**src/rtl/if_fetch_unit_if.sv**
```systemverilog
// Fetch-stage port bundle: imem read port, redirect input and IF/ID output triple.
// No storage; pure wiring between the fetch unit and its neighbours.
// master = fetch unit side, slave = memory / pipeline side.
interface if_fetch_unit_if;
    logic        imem_read;
    logic [31:0] imem_address;
    logic        imem_resp;
    logic [31:0] imem_rdata;
    logic        redirect;
    logic [31:0] redirect_pc;
    logic        ifid_en;
    logic        if_valid;
    logic [31:0] if_pc;
    logic [31:0] if_pc_plus4;
    logic [31:0] if_instr;

    modport master (
        output imem_read, imem_address, if_valid, if_pc, if_pc_plus4, if_instr,
        input  imem_resp, imem_rdata, redirect, redirect_pc, ifid_en
    );

    modport slave (
        input  imem_read, imem_address, if_valid, if_pc, if_pc_plus4, if_instr,
        output imem_resp, imem_rdata, redirect, redirect_pc, ifid_en
    );
endinterface

```
**src/rtl/if_fetch_unit.sv**
```systemverilog
// Instruction fetch: owns fetch PC, one outstanding imem request, emits {pc, pc+4, instr}.
// Latency: output triple valid on the edge that samples imem_resp (visible next cycle).
// Backpressure: ifid_en low holds O, one more response parks in skid S, then requests stop.
// Optional macro IF_JAL_PREDICT_EN: follow JAL targets at fetch time.
module if_fetch_unit #(
    parameter logic [31:0] RESET_PC  = 32'h60,
    parameter logic [31:0] NOP_INSTR = 32'h13
) (
    input  logic            clk,
    input  logic            rst_n,
    if_fetch_unit_if.master bus
);

    typedef enum logic [1:0] {
        ST_FETCH = 2'd0,
        ST_HOLD  = 2'd1,
        ST_DRAIN = 2'd2
    } state_t;

    state_t      state;
    logic [31:0] pc;
    // Address of the request being drained; pc already holds the redirect target.
    logic [31:0] drain_addr;

    logic        o_valid;
    logic [31:0] o_pc;
    logic [31:0] o_pc_plus4;
    logic [31:0] o_instr;
    logic [31:0] s_pc;
    logic [31:0] s_instr;

    logic        consume;
    logic        o_free;
    logic [31:0] pc_plus4;
    logic [31:0] next_pc;

    assign consume  = o_valid & bus.ifid_en;
    // O can take new data if it is empty or being handed to IF/ID this cycle.
    assign o_free   = ~o_valid | bus.ifid_en;
    assign pc_plus4 = pc + 32'd4;

`ifdef IF_JAL_PREDICT_EN
    logic [31:0] jal_imm;
    assign jal_imm = {{11{bus.imem_rdata[31]}}, bus.imem_rdata[31], bus.imem_rdata[19:12],
                      bus.imem_rdata[20], bus.imem_rdata[30:21], 1'b0};
    assign next_pc = (bus.imem_rdata[6:0] == 7'h6F) ? pc + jal_imm : pc_plus4;
`else
    assign next_pc = pc_plus4;
`endif

    // Request is forced low during reset so nothing leaks out before the first edge.
    assign bus.imem_read    = rst_n & (state != ST_HOLD);
    assign bus.imem_address = (state == ST_DRAIN) ? drain_addr : pc;

    assign bus.if_valid    = o_valid;
    assign bus.if_pc       = o_pc;
    assign bus.if_pc_plus4 = o_pc_plus4;
    assign bus.if_instr    = o_instr;

    // Fetch FSM with output/skid registers; redirect overrides every other event.
    always_ff @(posedge clk or negedge rst_n) begin
        if (!rst_n) begin
            state      <= ST_FETCH;
            pc         <= RESET_PC;
            drain_addr <= RESET_PC;
            o_valid    <= 1'b0;
            o_pc       <= RESET_PC;
            o_pc_plus4 <= RESET_PC + 32'd4;
            o_instr    <= NOP_INSTR;
            s_pc       <= 32'd0;
            s_instr    <= 32'd0;
        end else if (bus.redirect) begin
            o_valid <= 1'b0;
            o_instr <= NOP_INSTR;
            pc      <= bus.redirect_pc;
            case (state)
                ST_FETCH: begin
                    if (!bus.imem_resp) begin
                        // Request still outstanding: wait out its response.
                        state      <= ST_DRAIN;
                        drain_addr <= pc;
                    end else begin
                        state <= ST_FETCH;
                    end
                end
                ST_DRAIN: state <= ST_DRAIN;
                default:  state <= ST_FETCH;
            endcase
        end else begin
            case (state)
                ST_FETCH: begin
                    if (bus.imem_resp) begin
                        pc <= next_pc;
                        if (o_free) begin
                            o_valid    <= 1'b1;
                            o_pc       <= pc;
                            o_pc_plus4 <= pc_plus4;
                            o_instr    <= bus.imem_rdata;
                        end else begin
                            s_pc    <= pc;
                            s_instr <= bus.imem_rdata;
                            state   <= ST_HOLD;
                        end
                    end else if (consume) begin
                        o_valid <= 1'b0;
                        o_instr <= NOP_INSTR;
                    end
                end
                ST_HOLD: begin
                    if (consume) begin
                        o_valid    <= 1'b1;
                        o_pc       <= s_pc;
                        o_pc_plus4 <= s_pc + 32'd4;
                        o_instr    <= s_instr;
                        state      <= ST_FETCH;
                    end
                end
                ST_DRAIN: begin
                    if (bus.imem_resp) begin
                        state <= ST_FETCH;
                    end
                end
                default: state <= ST_FETCH;
            endcase
        end
    end

endmodule

```
**src/flat_wrapper.sv**
```systemverilog
// flat-port wrapper written by rule: the top's interface ports become plain ports
module if_fetch_unit_flat 
#(
    parameter logic [31:0] RESET_PC  = 32'h60,
    parameter logic [31:0] NOP_INSTR = 32'h13
)
  (clk, rst_n, bus_imem_read, bus_imem_address, bus_if_valid, bus_if_pc, bus_if_pc_plus4, bus_if_instr, bus_imem_resp, bus_imem_rdata, bus_redirect, bus_redirect_pc, bus_ifid_en);
  if_fetch_unit_if bus_i ();
  input  logic clk;
  input  logic rst_n;
  output wire logic [$bits(bus_i.imem_read)-1:0] bus_imem_read;
  output wire logic [$bits(bus_i.imem_address)-1:0] bus_imem_address;
  output wire logic [$bits(bus_i.if_valid)-1:0] bus_if_valid;
  output wire logic [$bits(bus_i.if_pc)-1:0] bus_if_pc;
  output wire logic [$bits(bus_i.if_pc_plus4)-1:0] bus_if_pc_plus4;
  output wire logic [$bits(bus_i.if_instr)-1:0] bus_if_instr;
  input wire logic [$bits(bus_i.imem_resp)-1:0] bus_imem_resp;
  input wire logic [$bits(bus_i.imem_rdata)-1:0] bus_imem_rdata;
  input wire logic [$bits(bus_i.redirect)-1:0] bus_redirect;
  input wire logic [$bits(bus_i.redirect_pc)-1:0] bus_redirect_pc;
  input wire logic [$bits(bus_i.ifid_en)-1:0] bus_ifid_en;
  assign bus_imem_read = bus_i.imem_read;
  assign bus_imem_address = bus_i.imem_address;
  assign bus_if_valid = bus_i.if_valid;
  assign bus_if_pc = bus_i.if_pc;
  assign bus_if_pc_plus4 = bus_i.if_pc_plus4;
  assign bus_if_instr = bus_i.if_instr;
  assign bus_i.imem_resp = bus_imem_resp;
  assign bus_i.imem_rdata = bus_imem_rdata;
  assign bus_i.redirect = bus_redirect;
  assign bus_i.redirect_pc = bus_redirect_pc;
  assign bus_i.ifid_en = bus_ifid_en;
  if_fetch_unit #(.RESET_PC(RESET_PC), .NOP_INSTR(NOP_INSTR)) u_core (.clk(clk), .rst_n(rst_n), .bus(bus_i));
endmodule
```
**config.mk**
```make
export PLATFORM = sky130hd
export DESIGN_NAME = if_fetch_unit_flat
export DESIGN_NICKNAME = d
export VERILOG_FILES = /design/src/rtl/if_fetch_unit_if.sv /design/src/rtl/if_fetch_unit.sv /design/src/flat_wrapper.sv
export SDC_FILE = /design/constraint.sdc
export NUM_CORES = 1
export LEC_CHECK = 0
export ABC_AREA = 0
export BUFFER_PORTS_ARGS = -buffer_cell sky130_fd_sc_hd__buf_2
export CAP_MARGIN = 20
export CORE_ASPECT_RATIO = 1.75
export CORE_MARGIN = 2
export CORE_UTILIZATION = 35
export DETAILED_ROUTE_END_ITERATION = 10
export PLACE_DENSITY = 0.55
export SETUP_SLACK_MARGIN = 0.1
export SYNTH_ARGS = -nofsm -noshare
export SYNTH_HDL_FRONTEND = slang
export SYNTH_SLANG_ARGS = --single-unit
```
**constraint.sdc**
```tcl
create_clock -name clk -period 2.95 [get_ports clk]
set_input_delay 0.295 -clock clk [delete_from_list [all_inputs] [get_ports clk]]
set_output_delay 0.295 -clock clk [all_outputs]
set_load 0.05 [all_outputs]
```
* Word level (Yosys, flattened, before mapping) *
Index checks and enable logic that the tools add are counted.

storage, ports and cells
  register bits after elaboration = 227
  input port bits = 69
  output and inout bits = 130
  logic and storage cells = 73

cells by class
  add/sub/neg operators = 2
  eq/ne operators = 12
  mux-type cells = 32
  bitwise gates (word level) = 7
  reduce and logical (&&, ||, !) cells = 11

operators with widths
  kind                   number
  $mux 32                15
  $pmux 32 s2            3
  $add 32x3->32 const B  2
  $mux 2                 6
  $reduce_and 4->1       3
  $ne 3x3->1 const B     3
  $ne 4x3->1 const B     2
  $ne 2x1->1 const B     3
  $pmux 2 s3             1
  $reduce_bool 2->1      3
  $mux 1                 5
  $reduce_and 5->1       1
  $not 1->1              4
  $pmux 2 s2             1
  $ne 3x2->1 const B     1
  $reduce_and 3->1       1
  $reduce_bool 3->1      1
  $and 1x1->1            2
  $eq 2x1->1 const B     1
  $eq 2x2->1 const B     1
  $logic_not 2->1        1
  $ne 2x2->1 const B     1
  $pmux 1 s2             1
  $reduce_and 2->1       1
  $or 1x1->1             1

* Longest topological paths before layout *
Gate-level depths: netlist (run 1).

  depth in word-level cells = 6
  gate-level depth with buffers = 8
  depth with buffers taken out = 6

* Worst setup path before layout (run 1) *
Ideal clock, no wire load.

  path kind = flip-flop to output port
  from = register u_core.state[1]
  to = output port bus_imem_address[19]
  data arrival time = 2.144 ns
  setup slack = 0.511 ns
  cell stages (with the launch flop) = 6
  buffers on the path = 3
  path through = dfrtp_1 -> buf_2 -> nor2b_1 -> clkbuf_1 -> buf_1 -> o21ai_0

on the way
  word-level cells in the longest chain between the ends = 2

ends and longest elaborated chain
  what                    RTL line             RTL
  start, declared         if_fetch_unit.sv:20  state_t state;
  start signal, assigned  if_fetch_unit.sv:63  state <= ST_FETCH;
  start signal, assigned  if_fetch_unit.sv:80  state <= ST_DRAIN;
  start signal, assigned  if_fetch_unit.sv:83  state <= ST_FETCH;
  $eq 2x2->1              if_fetch_unit.sv:53  assign bus.imem_address = (state == ST_DRAIN) ? drain_addr : pc;
  $mux 32                 if_fetch_unit.sv:53
  end, declared           flat_wrapper.sv:12   output wire logic [$bits(bus_i.imem_address)-1:0] bus_imem_address;

Every way passes these cells.

* Final worst setup path (run 1) *
  from = register u_core.state[0]
  to = output port bus_imem_read

on the way
  word-level cells in the longest chain between the ends = 2

ends and longest elaborated chain
  what           RTL line             RTL
  $ne 2x1->1     if_fetch_unit.sv:52  assign bus.imem_read = rst_n & (state != ST_HOLD);
  $and 1x1->1    if_fetch_unit.sv:52
  end, declared  flat_wrapper.sv:11   output wire logic [$bits(bus_i.imem_read)-1:0] bus_imem_read;

Every way passes these cells.

==> impl_metrics.env, run 1 <==
export IMPL_crit_required_ns=2.65
export IMPL_grt_pass1_vias=9239
export IMPL_critPathLaunchType="register"
export IMPL_r2r_start="u_core.pc[18]"
export IMPL_total_power_mw=11.5
export IMPL_crit_fanout=25
export IMPL_grt_max_degree=125
export IMPL_power_switching_mw=4.57
export IMPL_synth_ff_type="dfrtp_1"
export IMPL_yosysSeqAreaShare=0.495
export IMPL_syn_inst=1100
export IMPL_avgViaCountPerCell=5.15
export IMPL_syn_area_um2=11400
export IMPL_areaGrowthSynthToFinish_pct=23.8
export IMPL_final_area_um2=14100
export IMPL_critPathMaxStageDelay_ns=0.71
export IMPL_path_buf_inv=1
export IMPL_hold_violations=0
export IMPL_max_freq_mhz=381
export IMPL_yosysUniqueCellTypes=59
export IMPL_drtIter0Drc=497
export IMPL_synthTopCellsByArea="dfrtp_1 (47%), mux2_2 (13%), nand2_1 (6.3%), mux2i_1 (3.2%), o21ai_0 (3.0%)"
export IMPL_cts_buffers=23
export IMPL_routabilityCongestion=0.833
export IMPL_sw_frac_of_total=0.398
export IMPL_hp_start="bus_redirect_pc[26]"
export IMPL_drc_errors=0
export IMPL_placed_area_um2=12700
export IMPL_hpwl_um=23700
export IMPL_path_class="register to output pin"
export IMPL_status="completed"
export IMPL_io_pins=199
export IMPL_cts_buffer_depth=3
export IMPL_grt_pass1_wl_um=53200
export IMPL_ant_nets=0
export IMPL_cp_end_kind="output pin"
export IMPL_synth_seq_cells=225
export IMPL_p_comb_frac=0.325
export IMPL_cts_resized=0
export IMPL_htree_levels=1
export IMPL_clkPwrFrac=0.279
export IMPL_drv_slew=0
export IMPL_worstRegToRegCells=5
export IMPL_cts_reportedPaths_clkPinSlew_ns=0.07
export IMPL_rsz0062_at_grt="no"
export IMPL_grt_use_total=0.198
export IMPL_vias=8898
export IMPL_die_area_um2=34100
export IMPL_insertion_delay_ns=0.54
export IMPL_cp_depth=3
export IMPL_r2r_end="u_core.bus.if_pc_plus4[21]"
export IMPL_tritoncts="done"
export IMPL_insertedDiodeCount=0
export IMPL_slowest_stage="dfrtp_1"
export IMPL_pre_cts_ws_ns=0.449
export IMPL_syn_avg_cell_area_um2=10.4
export IMPL_fin_tns_setup_ns=0
export IMPL_synth_edf_count=0
export IMPL_die_h_um=243
export IMPL_final_cell_mix="dfrtp_1 (213), buf_2 (197), nand2_1 (190)"
export IMPL_fin_skew_ns=0.0199
export IMPL_hp_class="input port to register"
export IMPL_whs_path_depth=3
export IMPL_p_leak_nw=6.26
export IMPL_tightestPinTransition_ns=0.678
export IMPL_powerDensity_nw_per_um2=814
export IMPL_multiInputGateArea_um2=5290
export IMPL_synth_top_cell_area_share=0.468
export IMPL_nets=1383
export IMPL_row_count=87
export IMPL_io_buffer_count=198
export IMPL_hold_end="u_core.pc[26]"
export IMPL_wl_um=33900
export IMPL_core_um2=32100
export IMPL_cts_sinks=225
export IMPL_regArea_um2=5650
export IMPL_arrival_ns=2.33
export IMPL_layout_commonest_cell="dfrtp_1"
export IMPL_path_cells="nand2b_2, and2_1, buf_2"
export IMPL_setup_viol=0
export IMPL_die_w_um=140
export IMPL_ys_async_sr_fraction=1.00
export IMPL_grt_overflow=0
export IMPL_whs_ns=0.0164
export IMPL_cts_root_buffer="clkbuf_16"
export IMPL_fin_ws_ns=0.327
export IMPL_drive_gt1_frac=0.324
export IMPL_initial_core_util=0.355
export IMPL_cp_top_family="simple AND/OR/NAND/NOR gates"
export IMPL_period_share=0.889
export IMPL_sequentialPowerShare=0.397
export IMPL_p_int_mw=6.91
export IMPL_reg2reg_slack_ns=0.44
export IMPL_syn_nets=1171
export IMPL_antenna_found_initial=0
export IMPL_period_minus_slack_ns=2.62
export IMPL_synth_top_area_cell="dfrtp_1"
export IMPL_fill_cells=3067
export IMPL_firstDrtPassIters=5
export IMPL_wl_per_cell_um=19.6
export IMPL_relSlewSlack=0.546
export IMPL_ys_warn_count=0
export IMPL_max_cap_violations=0
export IMPL_peakVddDrop_mv=0.553
area by class of cell:
class,count,share of cell area
Multi-Input combinational cell,772,0.375
Inverter,7,0.00186
Clock inverter,12,0.0136
Tap cell,400,0.0355
Sequential cell,225,0.400
Clock buffer,30,0.0448
Timing Repair Buffer,283,0.129
what timing repair did:
item                                   in CTS  in global routing
hold buffers                               55                  0
buffers inserted                            1                  0
setup endpoints to repair                   5                  0
endpoints found under the hold margin     103                  0
power groups by stage:
stage | combinational (mW) | sequential [mW] | clock, mW
2_1_floorplan | 1.78 | 5.45 | 0
3_3_place_gp | 3.67 | 4.58 | 0
3_5_place_dp | 3.71 | 4.61 | 0
4_1_cts | 3.77 | 4.55 | 3.29
5_1_grt | 3.98 | 4.65 | 3.39
6_report | 3.73 | 4.56 | 3.20
tightest hold or removal path: stages:
cell and delay [ns]:
buf_2 0.07, nand2_1 0.07, o21ai_0 0.08
stage by stage:
stage,instances,utilization
after floorplan,1100,-
after global routing,1729,0.439
after detailed placement,1631,0.396
after CTS,1729,0.439
final,1729,0.439
after global placement,1631,0.396
registers in the layout, indices dropped and copies added, names as in the netlist:
name and cells:
u_core.pc 32, u_core.bus.if_valid 1, u_core.s_instr 32, u_core.s_pc 32, u_core.bus.if_pc 30, u_core.bus.if_pc_plus4 32, u_core.state 2, u_core.bus.if_instr 32
u_core.drain_addr 32
worst max-delay path by stage:
stage | from | to | slack, ns
2_1_floorplan | u_core.state[1] | bus_imem_address[19] | 0.51
3_3_place_gp | u_core.pc[18] | u_core.bus.if_pc_plus4[21] | 0.49
3_5_place_dp | u_core.pc[18] | u_core.bus.if_pc_plus4[21] | 0.45
4_1_cts | u_core.state[0] | bus_imem_read | 0.28
5_1_grt | u_core.state[0] | bus_imem_read | 0.19
6_report | u_core.state[0] | bus_imem_read | 0.33
cells by family (layout without fill, tap and decap cells):
kind of cell | after synthesis | in the layout | synth area share
flops | 225 | 225 | 0.495
fa+ha+maj | 2 | 2 | 0.00220
buf+inv | 103 | 332 | 0.0450
mux | 163 | 163 | 0.157
xor+xnor | 73 | 73 | 0.0561
compound gates | 154 | 154 | 0.0818
simple gates | 380 | 380 | 0.162
synth_stat cells, drive strengths merged (12+ instances only):
cell    number
a31oi       36
buf         61
clkbuf      35
dfrtp      213
dfstp       12
mux2       127
mux2i       36
nand2      190
nand3       30
nand4       24
nor2        56
nor3        22
nor4        15
o21ai       74
xnor2       37
xor2        36
layer usage:
metal / up-vias / track usage / part of all wire
li1: 4261 / - / -
met1: 4367 / 0.225 / 0.38
met2: 206 / 0.362 / 0.53
met3: 64 / 0.0345 / 0.046
met4: 0 / 0.0859 / 0.042
met5: - / 0 / 0
Power figures use the tool's default switching activity.
==> run 2, diff against run 1 <==
--- a/config.mk
+++ b/config.mk
@@ -11,6 +11,7 @@
 export CORE_ASPECT_RATIO = 1.75
 export CORE_MARGIN = 2
 export CORE_UTILIZATION = 35
+export CTS_BUF_LIST = sky130_fd_sc_hd__clkbuf_16
 export DETAILED_ROUTE_END_ITERATION = 10
 export PLACE_DENSITY = 0.55
 export SETUP_SLACK_MARGIN = 0.1
==> constraint.sdc (replaced) <==
create_clock -name clk -period 2.56 [get_ports clk]
set_input_delay 0.256 -clock clk [delete_from_list [all_inputs] [get_ports clk]]
set_output_delay 0.256 -clock clk [all_outputs]
set_load 0.05 [all_outputs]
==> impl_metrics.env, run 2 (same netlist as run 1, synthesis figures left out) <==
export IMPL_numPlacedInstances=1651
export IMPL_drc_errors=0
export IMPL_firstDrtPassIters=5
export IMPL_die_area_um2=34100
export IMPL_cts_reportedPaths_clkPinSlew_ns=0.07
export IMPL_cts_sinks=225
export IMPL_hold_violations=0
export IMPL_avgViaCountPerCell=5.19
export IMPL_die_h_um=243
export IMPL_placed_area_um2=12900
export IMPL_busiest_layer="met2"
export IMPL_clkPwrFrac=0.247
export IMPL_instances_no_fill=1758
export IMPL_slowest_stage="dfrtp_2"
export IMPL_wl_per_cell_um=19.5
export IMPL_power_switching_mw=5.21
export IMPL_antenna_found_initial=0
export IMPL_p_leak_nw=6.38
export IMPL_ant_nets=0
export IMPL_grt_pass1_vias=9519
export IMPL_hp_class="input port to register"
export IMPL_critPathLaunchType="register"
export IMPL_hp_start="bus_redirect_pc[5]"
export IMPL_insertion_delay_ns=0.54
export IMPL_grt_use_met2=0.361
export IMPL_crit_fanout=24
export IMPL_critPathMaxStageDelay_ns=0.52
export IMPL_drive_gt1_frac=0.328
export IMPL_worstRegToRegCells=6
export IMPL_tightestPinTransition_ns=0.699
export IMPL_met1_usage=0.233
export IMPL_reg2reg_slack_ns=0.30
export IMPL_core_um2=32100
export IMPL_cp_top_family="flip-flops"
export IMPL_period_minus_slack_ns=2.36
export IMPL_peakVddDrop_mv=0.598
export IMPL_row_count=87
export IMPL_path_class="register to output pin"
export IMPL_path_buf_inv=2
export IMPL_r2r_end="u_core.bus.if_pc_plus4[28]"
export IMPL_layout_commonest_cell="dfrtp_1"
export IMPL_insertedDiodeCount=0
export IMPL_drv_slew=0
export IMPL_initial_core_util=0.355
export IMPL_path_cells="nor2b_4, buf_12, mux2_2, buf_2"
export IMPL_sw_frac_of_total=0.407
export IMPL_grt_use_total=0.200
export IMPL_htree_levels=1
export IMPL_whs_ns=0.0191
export IMPL_io_buffer_count=198
export IMPL_setup_viol=0
export IMPL_p_int_mw=7.58
export IMPL_tritoncts="done"
export IMPL_die_w_um=140
export IMPL_cts_buffer_depth=3
export IMPL_final_cell_mix="dfrtp_1 (211), buf_2 (197), nand2_1 (190)"
export IMPL_crit_required_ns=2.30
export IMPL_cts_root_buffer="clkbuf_16"
export IMPL_cp_end_kind="output pin"
export IMPL_period_share=0.920
export IMPL_p_comb_frac=0.344
export IMPL_powerDensity_nw_per_um2=899
export IMPL_whs_path_depth=3
export IMPL_hpwl_um=23900
export IMPL_wl_um=34200
export IMPL_nets=1412
export IMPL_arrival_ns=2.10
export IMPL_grt_overflow=0
export IMPL_sequentialPowerShare=0.408
export IMPL_cts_buffers=23
export IMPL_io_pins=199
export IMPL_final_area_um2=14200
export IMPL_areaGrowthSynthToFinish_pct=24.9
export IMPL_routabilityCongestion=0.839
export IMPL_grt_util_met3=0.0312
export IMPL_rsz0062_at_grt="no"
export IMPL_r2r_start="u_core.s_pc[3]"
export IMPL_fin_skew_ns=0.0346
export IMPL_vias=9125
export IMPL_drtIter0Drc=401
export IMPL_max_cap_violations=0
export IMPL_grt_pass1_wl_um=53900
export IMPL_cp_depth=4
export IMPL_max_freq_mhz=425
export IMPL_fin_tns_setup_ns=0
export IMPL_grt_max_degree=103
export IMPL_status="completed"
export IMPL_hold_end="u_core.pc[5]"
export IMPL_relSlewSlack=0.534
-- run 2: changes by cell type in the layout (fill, tap and decap cells not counted), moves of 3 or more --
cell,before,now
buf_4,26,46
inv_1,7,18
dlygate4sd3_1,55,62
clkbuf_1,4,0
bufinv_16,4,1
clkbuf_8,3,0
clkinv_1,0,3
-- run 2: cell type report --
cell class / instances / area (um2)
Multi-Input combinational cell: 772 / 5290
Clock buffer: 23 / 576
Clock inverter: 19 / 109
Tap cell: 400 / 500
Inverter: 7 / 26.3
Sequential cell: 225 / 5650
Fill cell: 3081 / 17900
Timing Repair Buffer: 312 / 2090
-- run 2: routing by layer --
metal  routed length [um]  vias to the layer above
li1                     -                     4324
met1                13400                     4472
met2                17800                      254
met3                 1630                       75
met4                 1440                        0
met5                    0                        -
-- run 2: per-stage QoR --
step	util	total power, mW	setup WS, ns
after floorplan	-	8.34	0.160
after global placement	0.402	9.57	0.289
after detailed placement	0.402	9.64	0.269
after CTS	0.442	12.9	0.105
after global routing	0.443	13.4	0.117
final	0.443	12.8	0.204
-- run 2: what timing repair did --
item,in CTS,in global routing
hold buffers,62,0
resized for setup,2,0
buffers inserted,0,3
endpoints found under the hold margin,102,0
endpoints found under the setup margin,30,11
-- run 2: worst max path at each step --
stage,from,endpoint
CTS,u_core.state[1],bus_imem_address[9]
detailed placement,u_core.s_pc[3],u_core.bus.if_pc_plus4[22]
floorplan,u_core.state[1],bus_imem_address[19]
global route,u_core.s_pc[3],u_core.bus.if_pc_plus4[20]
global placement,u_core.s_pc[3],u_core.bus.if_pc_plus4[20]
finish,u_core.state[0],bus_imem_address[9]
-- run 2: worst reg2reg max path, stage by stage, from the launching register on --
cell and delay, ns:
dfrtp_1 0.45, ha_1 0.25, nand4_1 0.18, nor4_2 0.64, nand4_1 0.20, mux2i_1 0.16
a221o_1 0.26
-- run 2: power by group through the flow --
stage          registers (mW)  clock network (mW)  logic [mW]
2_1_floorplan            6.28                   0        2.06
3_3_place_gp             5.25                   0        4.32
3_5_place_dp             5.29                   0        4.36
4_1_cts                  5.23                3.26        4.44
5_1_grt                  5.33                3.40        4.68
6_report                 5.22                3.16        4.40
==> run 3, diff against run 2 <==
==> constraint.sdc (replaced) <==
create_clock -name clk -period 2.56 [get_ports clk]
set_input_delay 0.128 -clock clk [delete_from_list [all_inputs] [get_ports clk]]
set_output_delay 0.128 -clock clk [all_outputs]
set_load 0.05 [all_outputs]
==> impl_metrics.env, run 3 (same netlist as run 1, synthesis figures left out) <==
export IMPL_sequentialPowerShare=0.400
export IMPL_htree_levels=1
export IMPL_areaGrowthSynthToFinish_pct=25.9
export IMPL_path_class="register to output pin"
export IMPL_initial_core_util=0.355
export IMPL_reg2reg_slack_ns=0.34
export IMPL_hold_violations=0
export IMPL_tritoncts="done"
export IMPL_fin_skew_ns=0.0138
export IMPL_io_buffer_count=198
export IMPL_core_um2=32100
export IMPL_total_power_mw=13.0
export IMPL_path_buf_inv=2
export IMPL_status="completed"
export IMPL_p_comb_frac=0.339
export IMPL_period_minus_slack_ns=2.34
export IMPL_cp_top_family="flip-flops"
export IMPL_wl_um=34800
export IMPL_cp_end_kind="output pin"
export IMPL_grt_use_total=0.202
export IMPL_period_share=0.912
export IMPL_firstDrtPassIters=6
export IMPL_powerDensity_nw_per_um2=908
export IMPL_critPathLaunchType="register"
export IMPL_routabilityCongestion=0.863
export IMPL_layout_commonest_cell="dfrtp_1"
export IMPL_avgViaCountPerCell=5.21
export IMPL_insertion_delay_ns=0.53
export IMPL_cts_buffer_depth=3
export IMPL_drive_gt1_frac=0.330
export IMPL_grt_pass1_wl_um=54000
export IMPL_cts_reportedPaths_clkPinSlew_ns=0.07
export IMPL_worstRegToRegCells=6
export IMPL_p_leak_nw=6.42
export IMPL_drv_slew=0
export IMPL_grt_max_degree=134
export IMPL_fin_ws_ns=0.224
export IMPL_cts_root_buffer="clkbuf_16"
export IMPL_crit_fanout=24
export IMPL_r2r_start="u_core.s_pc[3]"
export IMPL_grt_overflow=0
export IMPL_io_pins=199
export IMPL_drtIter0Drc=453
export IMPL_grt_pass1_vias=9467
export IMPL_r2r_end="u_core.bus.if_pc_plus4[26]"
export IMPL_pre_cts_ws_ns=0.330
export IMPL_hpwl_um=24100
export IMPL_nets=1421
export IMPL_slowest_stage="dfrtp_1"
export IMPL_rsz0062_at_grt="no"
export IMPL_crit_required_ns=2.43
export IMPL_die_h_um=243
export IMPL_tightestPinTransition_ns=0.800
export IMPL_setup_viol=0
export IMPL_critPathMaxStageDelay_ns=0.59
export IMPL_row_count=87
export IMPL_power_switching_mw=5.23
export IMPL_relSlewSlack=0.467
export IMPL_die_w_um=140
export IMPL_arrival_ns=2.21
export IMPL_hp_class="input port to asynchronous set/reset pin"
export IMPL_cts_setup_buffers=0
export IMPL_antenna_found_initial=0
export IMPL_peakVddDrop_mv=0.495
export IMPL_max_cap_violations=0
export IMPL_drc_errors=0
export IMPL_max_freq_mhz=428
export IMPL_cts_sinks=225
export IMPL_vias=9209
export IMPL_clkPwrFrac=0.261
export IMPL_die_area_um2=34100
export IMPL_insertedDiodeCount=0
export IMPL_cts_buffers=23
export IMPL_fin_tns_setup_ns=0
export IMPL_path_cells="nor2b_4, buf_12, mux2_2, buf_2"
export IMPL_p_int_mw=7.79
export IMPL_final_cell_mix="dfrtp_1 (212), buf_2 (197), nand2_1 (190)"
export IMPL_wl_per_cell_um=19.7
export IMPL_ant_nets=0
export IMPL_sw_frac_of_total=0.402
run 3: cell types whose count changed in the layout (fill, tap and decap cells not counted), sizes merged:
cell         change
inv              -6
buf              +3
dlygate4sd3      +6
clkinv           +4
bufinv           +2
run 3: power by group through the flow:
| stage | Clock (mW) | Sequential [mW] | Combinational [mW] |
|---|---|---|---|
| floorplan | 0 | 6.28 | 2.06 |
| global placement | 0 | 5.23 | 4.34 |
| detailed placement | 0 | 5.27 | 4.38 |
| CTS | 3.49 | 5.21 | 4.47 |
| global route | 3.62 | 5.32 | 4.69 |
| finish | 3.39 | 5.21 | 4.42 |
run 3: worst max-delay path by stage:
stage	start	endpoint	slack, ns	depth (start not counted)
after floorplan	u_core.state[1]	bus_imem_address[19]	0.29	5
after global placement	u_core.s_pc[3]	u_core.bus.if_pc_plus4[26]	0.38	6
after detailed placement	u_core.s_pc[3]	u_core.bus.if_pc_plus4[26]	0.33	6
after CTS	u_core.state[0]	bus_imem_address[5]	0.16	4
after global routing	u_core.s_pc[3]	u_core.bus.if_pc_plus4[26]	0.10	6
final	u_core.state[0]	bus_imem_address[9]	0.22	4
run 3: cell type report:
class	instances	area, um2
repair buffers	321	2140
clock inverters	19	168
well taps	400	500
fillers	3142	17800
clock buffers	23	576
flip-flops and latches	225	5650
inverters	7	26.3
multi-input cells	772	5290
run 3: metrics by stage:
step                      cell area (um2)  hold slack (ns)  cells   util
after global placement              12900           0.0891   1657  0.402
after floorplan                     11400           -0.168   1100      -
after CTS                           14300            0.112   1767  0.447
after detailed placement            12900           0.0912   1657  0.402
after global routing                14300            0.163   1767  0.447
final                               14300            0.133   1767  0.447
run 3: what timing repair did:
action                                  4_1_cts  5_1_grt
endpoints found under the hold margin       149        0
endpoints found under the setup margin        5        0
hold buffers                                 68        0
gates resized for setup                       1        0
run 3: worst reg2reg max path, cell delays in order (launching register included):
cell	delay (ns)
dfrtp_1	0.44
ha_1	0.24
nand4_1	0.16
nor4_2	0.58
a2111oi_0	0.23
a221oi_1	0.25
o21ai_0	0.17
run 3: per-layer routing:
layer	vias to the layer above	global-route usage	share of wire
met5	-	0	0
met4	0	0.0986	0.047
met3	75	0.0353	0.053
met2	263	0.361	0.52
met1	4535	0.231	0.38
li1	4336	-	-
